$ cat src/rtl/hazard_unit.sv
// Pipeline hazard unit for a 5-stage RISC-V core: operand forwarding, load-use and
// memory-wait stalls, branch flushes and saturating stall/flush counters.
module hazard_unit (
    input  logic        clk,
    input  logic        reset,
    input  logic [4:0]  Rs1D,
    input  logic [4:0]  Rs2D,
    input  logic [4:0]  RdD,
    input  logic        RegWriteD,
    input  logic [1:0]  ResultSrcD,
    input  logic        PCSrcE,
    input  logic        MemReqM,
    input  logic        MemReadyM,
    output logic [1:0]  ForwardAE,
    output logic [1:0]  ForwardBE,
    output logic        StallF,
    output logic        StallD,
    output logic        StallE,
    output logic        StallM,
    output logic        FlushD,
    output logic        FlushE,
    output logic        FlushW,
    output logic [15:0] StallCount,
    output logic [15:0] FlushCount
);

    logic [4:0]  r_rs1E, r_rs2E, r_rdE, r_rdM, r_rdW;
    logic        r_regWriteE, r_regWriteM, r_regWriteW;
    logic [1:0]  r_resultSrcE;
    logic        r_pcPend;
    logic [15:0] r_stallCnt, r_flushCnt;

    logic w_memWait, w_lwStall, w_branch, w_stallF, w_flushE;

    function automatic logic [1:0] fwd_sel(input logic [4:0] rs,
                                           input logic       wm, input logic [4:0] rdm,
                                           input logic       ww, input logic [4:0] rdw);
        if (wm && rdm != 5'd0 && rdm == rs)      return 2'b10;
        else if (ww && rdw != 5'd0 && rdw == rs) return 2'b01;
        else                                     return 2'b00;
    endfunction

    assign w_memWait = MemReqM & ~MemReadyM;
    assign w_lwStall = (r_resultSrcE == 2'b01) && (r_rdE != 5'd0) &&
                       ((r_rdE == Rs1D) || (r_rdE == Rs2D));
    // A branch seen while the pipe is frozen is remembered, since the E stage that
    // raised it is held and must still be squashed once the wait ends.
    assign w_branch  = PCSrcE | r_pcPend;
    assign w_stallF  = w_lwStall | w_memWait;
    assign w_flushE  = (w_lwStall | w_branch) & ~w_memWait;

    assign ForwardAE  = fwd_sel(r_rs1E, r_regWriteM, r_rdM, r_regWriteW, r_rdW);
    assign ForwardBE  = fwd_sel(r_rs2E, r_regWriteM, r_rdM, r_regWriteW, r_rdW);
    assign StallF     = w_stallF;
    assign StallD     = w_stallF;
    assign StallE     = w_memWait;
    assign StallM     = w_memWait;
    assign FlushW     = w_memWait;
    assign FlushD     = w_branch & ~w_memWait;
    assign FlushE     = w_flushE;
    assign StallCount = r_stallCnt;
    assign FlushCount = r_flushCnt;

    always_ff @(posedge clk) begin
        if (reset) begin
            r_rs1E       <= '0;
            r_rs2E       <= '0;
            r_rdE        <= '0;
            r_regWriteE  <= 1'b0;
            r_resultSrcE <= '0;
            r_rdM        <= '0;
            r_regWriteM  <= 1'b0;
            r_rdW        <= '0;
            r_regWriteW  <= 1'b0;
            r_pcPend     <= 1'b0;
            r_stallCnt   <= '0;
            r_flushCnt   <= '0;
        end else begin
            if (w_memWait) begin
                r_rdW       <= '0;
                r_regWriteW <= 1'b0;
                if (PCSrcE) r_pcPend <= 1'b1;
            end else begin
                r_rdW        <= r_rdM;
                r_regWriteW  <= r_regWriteM;
                r_rdM        <= r_rdE;
                r_regWriteM  <= r_regWriteE;
                r_rs1E       <= w_flushE ? 5'd0 : Rs1D;
                r_rs2E       <= w_flushE ? 5'd0 : Rs2D;
                r_rdE        <= w_flushE ? 5'd0 : RdD;
                r_regWriteE  <= w_flushE ? 1'b0 : RegWriteD;
                r_resultSrcE <= w_flushE ? 2'b00 : ResultSrcD;
                r_pcPend     <= 1'b0;
            end
            if (w_stallF && r_stallCnt != 16'hFFFF) r_stallCnt <= r_stallCnt + 16'd1;
            if (w_flushE && r_flushCnt != 16'hFFFF) r_flushCnt <= r_flushCnt + 16'd1;
        end
    end

endmodule

$ cat config.mk
export PLATFORM = sky130hd
export DESIGN_NAME = hazard_unit
export DESIGN_NICKNAME = d
export VERILOG_FILES = /design/src/rtl/hazard_unit.sv
export SDC_FILE = /design/constraint.sdc
export NUM_CORES = 1
export LEC_CHECK = 0
export CORE_MARGIN = 2
export CORE_UTILIZATION = 25
export DETAILED_ROUTE_END_ITERATION = 12
export PLACE_DENSITY_LB_ADDON = 0.05
export SLEW_MARGIN = 40
export SYNTH_ARGS = -nofsm -noshare
export SYNTH_HDL_FRONTEND = slang
export SYNTH_SLANG_ARGS = --single-unit
export TNS_END_PERCENT = 100
$ cat constraint.sdc
create_clock -name clk -period 2.24 [get_ports clk]
set_input_delay 0.448 -clock clk [delete_from_list [all_inputs] [get_ports clk]]
set_output_delay 0.448 -clock clk [all_outputs]
set_load 0.05 [all_outputs]
==> metrics.md <==
| Metric | Value |
|---|---|
| Layout area overhead | 61.6% |
| Core area | between 0.01 and 0.015 sq mm |
| Synth Area in XOR/XNOR | 0.0959 |
| Startpoint class of the critical path | flip-flop |
| Mux cell area share after synthesis | 0.0104 |
| Synth Area in Adders | 0.00830 |
| CTS tree | built |
| Worst-margin pin slew | between 0.5 and 0.6 ns |
| H-tree depth | 3 |
| Max-cap violations | 0 |
| Pwr dens | approximately 640 mW/mm^2 |
| Drt total wl | around 9000 um |
| Combinational power share | 0.131 |
| Synth unique cells | between 40 and 50 |
| Routed Antenna Nets | 0 |
| Setup ws final | -0.173 ns |
| Commonest non-fill, non-tap cell in the layout | dfxtp_1 |
| Critical path class | reg -> out |
| # hold bufs at CTS | 0 |
| RSZ-0062 raised after global routing | true |
| CTS root buffer | clkbuf_16 |
| Initial Util | 0.253 |
| Cell Int Power | approximately 0.0024 W |
| Cells after Synth | 338 |
| Final period utilization | 1.08 |
| Outcome | finished, violations left |
| Drt wl/cell | roughly 15 um |
| Simple-Gate Fraction of Synth Area | 0.227 |
| Critical path arrival | 1.97 ns |
| Critical Path Sink Type | primary output |
| Synthesized area per cell | 8.92 sq um |
| Largest family of logic cells by synthesized area | simple AND/OR/NAND/NOR gates |
| Fillers | around 1,200 |
| HPWL Detailed | ~6400 um |
| Worst skew pair latency | about 0.33 ns |
| Largest net degree at the start of global routing | 33 |
| Global-route wire length before repair | approximately 15,000 um |
| Drt first pass iters | 4 |
| Ports | 66 |
| Post-synthesis sequential area ratio | 0.418 |
| Complex-gate fraction of the synthesized area | 0.198 |
| Clk pin slew, worst setup/hold paths | ~0.060 ns |
| Routed vias/inst | about 4.8 |
| Commonest non-fill, non-tap cells in the layout | 53 x dfxtp_1, 44 x clkdlybuf4s50_1, 41 x buf_4, 31 x a21oi_1, 25 x nand2_1 |
| DRC Markers | 0 |
| # port buffers | 65 |
| Overflow after GRT | 0 |
| Mapped Nets | ~360 |
| Sink Count | 63 |
| CTS buffer count | 9 |
| Number of synthesized flops with an enable pin | 0 |
| Number of diodes | 0 |
| Final Skew | 0.00601 ns |
| Via count | 2,874 |
| Max Buffers Root-to-Sink | 2 |
| Violated checks | negative setup slack |
| Die Area | around 0.013 sq mm |
| Crit path time final | approximately 2.4 ns |
| GRT Util Overall | 0.144 |
| Die Wd | about 110 um |
| Crit path max fanout | 2 |
| Hold WC Path Type | reg -> reg |
| Switching portion of total power | 0.247 |
| Clock Power Share | 0.494 |
| Max Fclk | 414 MHz |
| DR iter-0 viols | 78 |
| Setup TNS | -0.602 ns |
| NetSw | between 0.0007 and 0.0008 W |
| Initial antenna violation count | 0 |
| Layout cells sized above 1 | 0.280 |
| Flop pwr share | 0.375 |
| Placed cell count | around 570 |
| Final Hold Vio Count | 0 |
| Final setup violation count | 7 |
| DIE HEIGHT | 114 um |
| Asr flop ratio synth | 0 |
| Row cnt | 40 |
| Max_slew headroom | 0.664 |
| Final Slew Violations | 0 |
| Vias in the first global route | between 2,000 and 3,000 |
| Placer Congestion | 0.741 |
| Yosys reg bits | 63 |
| Final Non-Filler Cells | around 600 |
| Most used DFF post-synth | dfxtp_1 |
| Worst VDD drop | roughly 0.00038 V |
| Ys Warns | 0 |
| Layout Nets | ~480 |
| Leak | around 1.8 nW |
| Post-Syn Area | approximately 0.003 sq mm |
| CP Data Required Time | roughly 1.8 ns |
cell usage after synthesis, drive strengths merged (3+ instances only):
cell type / n / share of area
nand2: 26 / 0.032
o31ai: 6 / 0.015
nand4: 4 / 0.0083
nor2: 15 / 0.019
xnor2: 17 / 0.049
o21ai: 20 / 0.037
clkbuf: 7 / 0.0087
and2: 3 / 0.0062
a22o: 18 / 0.052
dfxtp: 63 / 0.42
or3: 16 / 0.033
and3: 10 / 0.021
nor3: 6 / 0.014
inv: 7 / 0.0087
xor2: 16 / 0.046
a21oi: 35 / 0.067
nor4: 6 / 0.012
nand3: 20 / 0.033
buf: 10 / 0.025
or4: 11 / 0.029
worst max-delay path: stages (launching register included):
cell	delay (ns)
dfxtp_2	0.32
buf_6	0.11
xor2_1	0.13
or4_4	0.55
nor4_4	0.34
buf_12	0.18
cell families (layout without fill, tap and decap cells):
kind of cell / Yosys count / in the layout
and+or+nand+nor: 125 / 125
AOI/OAI and AO/OA: 88 / 90
DFF: 63 / 63
xor gates and xnor gates: 33 / 33
buffers and inverters: 24 / 141
muxes: 3 / 3
adders and majority gates: 2 / 2
cell type report:
class / instances / area (sq um) / share of cell area
clock inverter: 6 / 91.3 / 0.0188
multi-input combinational: 253 / 1840 / 0.378
inverter: 7 / 30.0 / 0.00616
tap: 147 / 184 / 0.0378
timing repair buffer: 118 / 1210 / 0.248
clock buffer: 10 / 239 / 0.0491
sequential: 63 / 1280 / 0.263
flip-flops by register name, summed over array words and instances (netlist names):
register	flops
r_rdE	5
r_resultSrcE	2
r_pcPend	1
r_rdM	5
r_regWriteM	1
r_regWriteE	1
FlushCount	16
StallCount	16
r_rdW	5
r_regWriteW	1
r_rs2E	5
r_rs1E	5
path summary, 6_finish.rpt:
check	end	depth (start not counted)	start	slack, ns
setup / recovery	ForwardAE[0]	5	r_rdW[3]$_SDFF_PP0_	-0.17
setup reg to reg	FlushCount[10]$_SDFFE_PP0P_	8	r_rdE[0]$_SDFFE_PP0N_	0.08
hold reg to reg	r_regWriteM$_SDFFE_PP0N_	2	r_regWriteE$_SDFFE_PP0N_	0.46
hold / removal	r_regWriteM$_SDFFE_PP0N_	2	r_regWriteE$_SDFFE_PP0N_	0.46
what timing repair did:
item                                    4_1_cts  5_1_grt
pin swaps                                    18       16
gates cloned                                  0        2
gates resized for setup                      23       27
endpoints found under the setup margin        5       40
buffers inserted                             12        6
power groups by stage:
stage | Combinational (W) | Sequential (W) | Clock [W]
after floorplan | 0.000185 | 0.00122 | 0
after global placement | 0.000376 | 0.00120 | 0
after detailed placement | 0.000377 | 0.00120 | 0
after CTS | 0.000389 | 0.00117 | 0.00159
after global routing | 0.000444 | 0.00118 | 0.00163
final | 0.000411 | 0.00117 | 0.00154
layer usage:
| metal | global-route usage | wire length (um) | share of wire |
|---|---|---|---|
| met3 | 0.0377 | 218 | 0.024 |
| met1 | 0.178 | 4090 | 0.45 |
| met4 | 0.0366 | 91 | 0.010 |
| met5 | 0 | 0 | 0 |
| met2 | 0.249 | 4640 | 0.51 |
metrics by stage:
| step | utilization | hold slack, ns | worst slack [ns] | power [W] | area, sq um |
|---|---|---|---|---|---|
| 2_1_floorplan | - | 0.437 | -0.0252 | 0.00140 | 3120 |
| 3_3_place_gp | 0.357 | 0.448 | -0.263 | 0.00157 | 4250 |
| 3_5_place_dp | 0.357 | 0.455 | -0.303 | 0.00157 | 4250 |
| 4_1_cts | 0.395 | 0.464 | -0.267 | 0.00315 | 4700 |
| 5_1_grt | 0.409 | 0.497 | -0.228 | 0.00325 | 4870 |
| 6_report | 0.409 | 0.464 | -0.173 | 0.00312 | 4870 |
(Power assumes the default switching activity.)
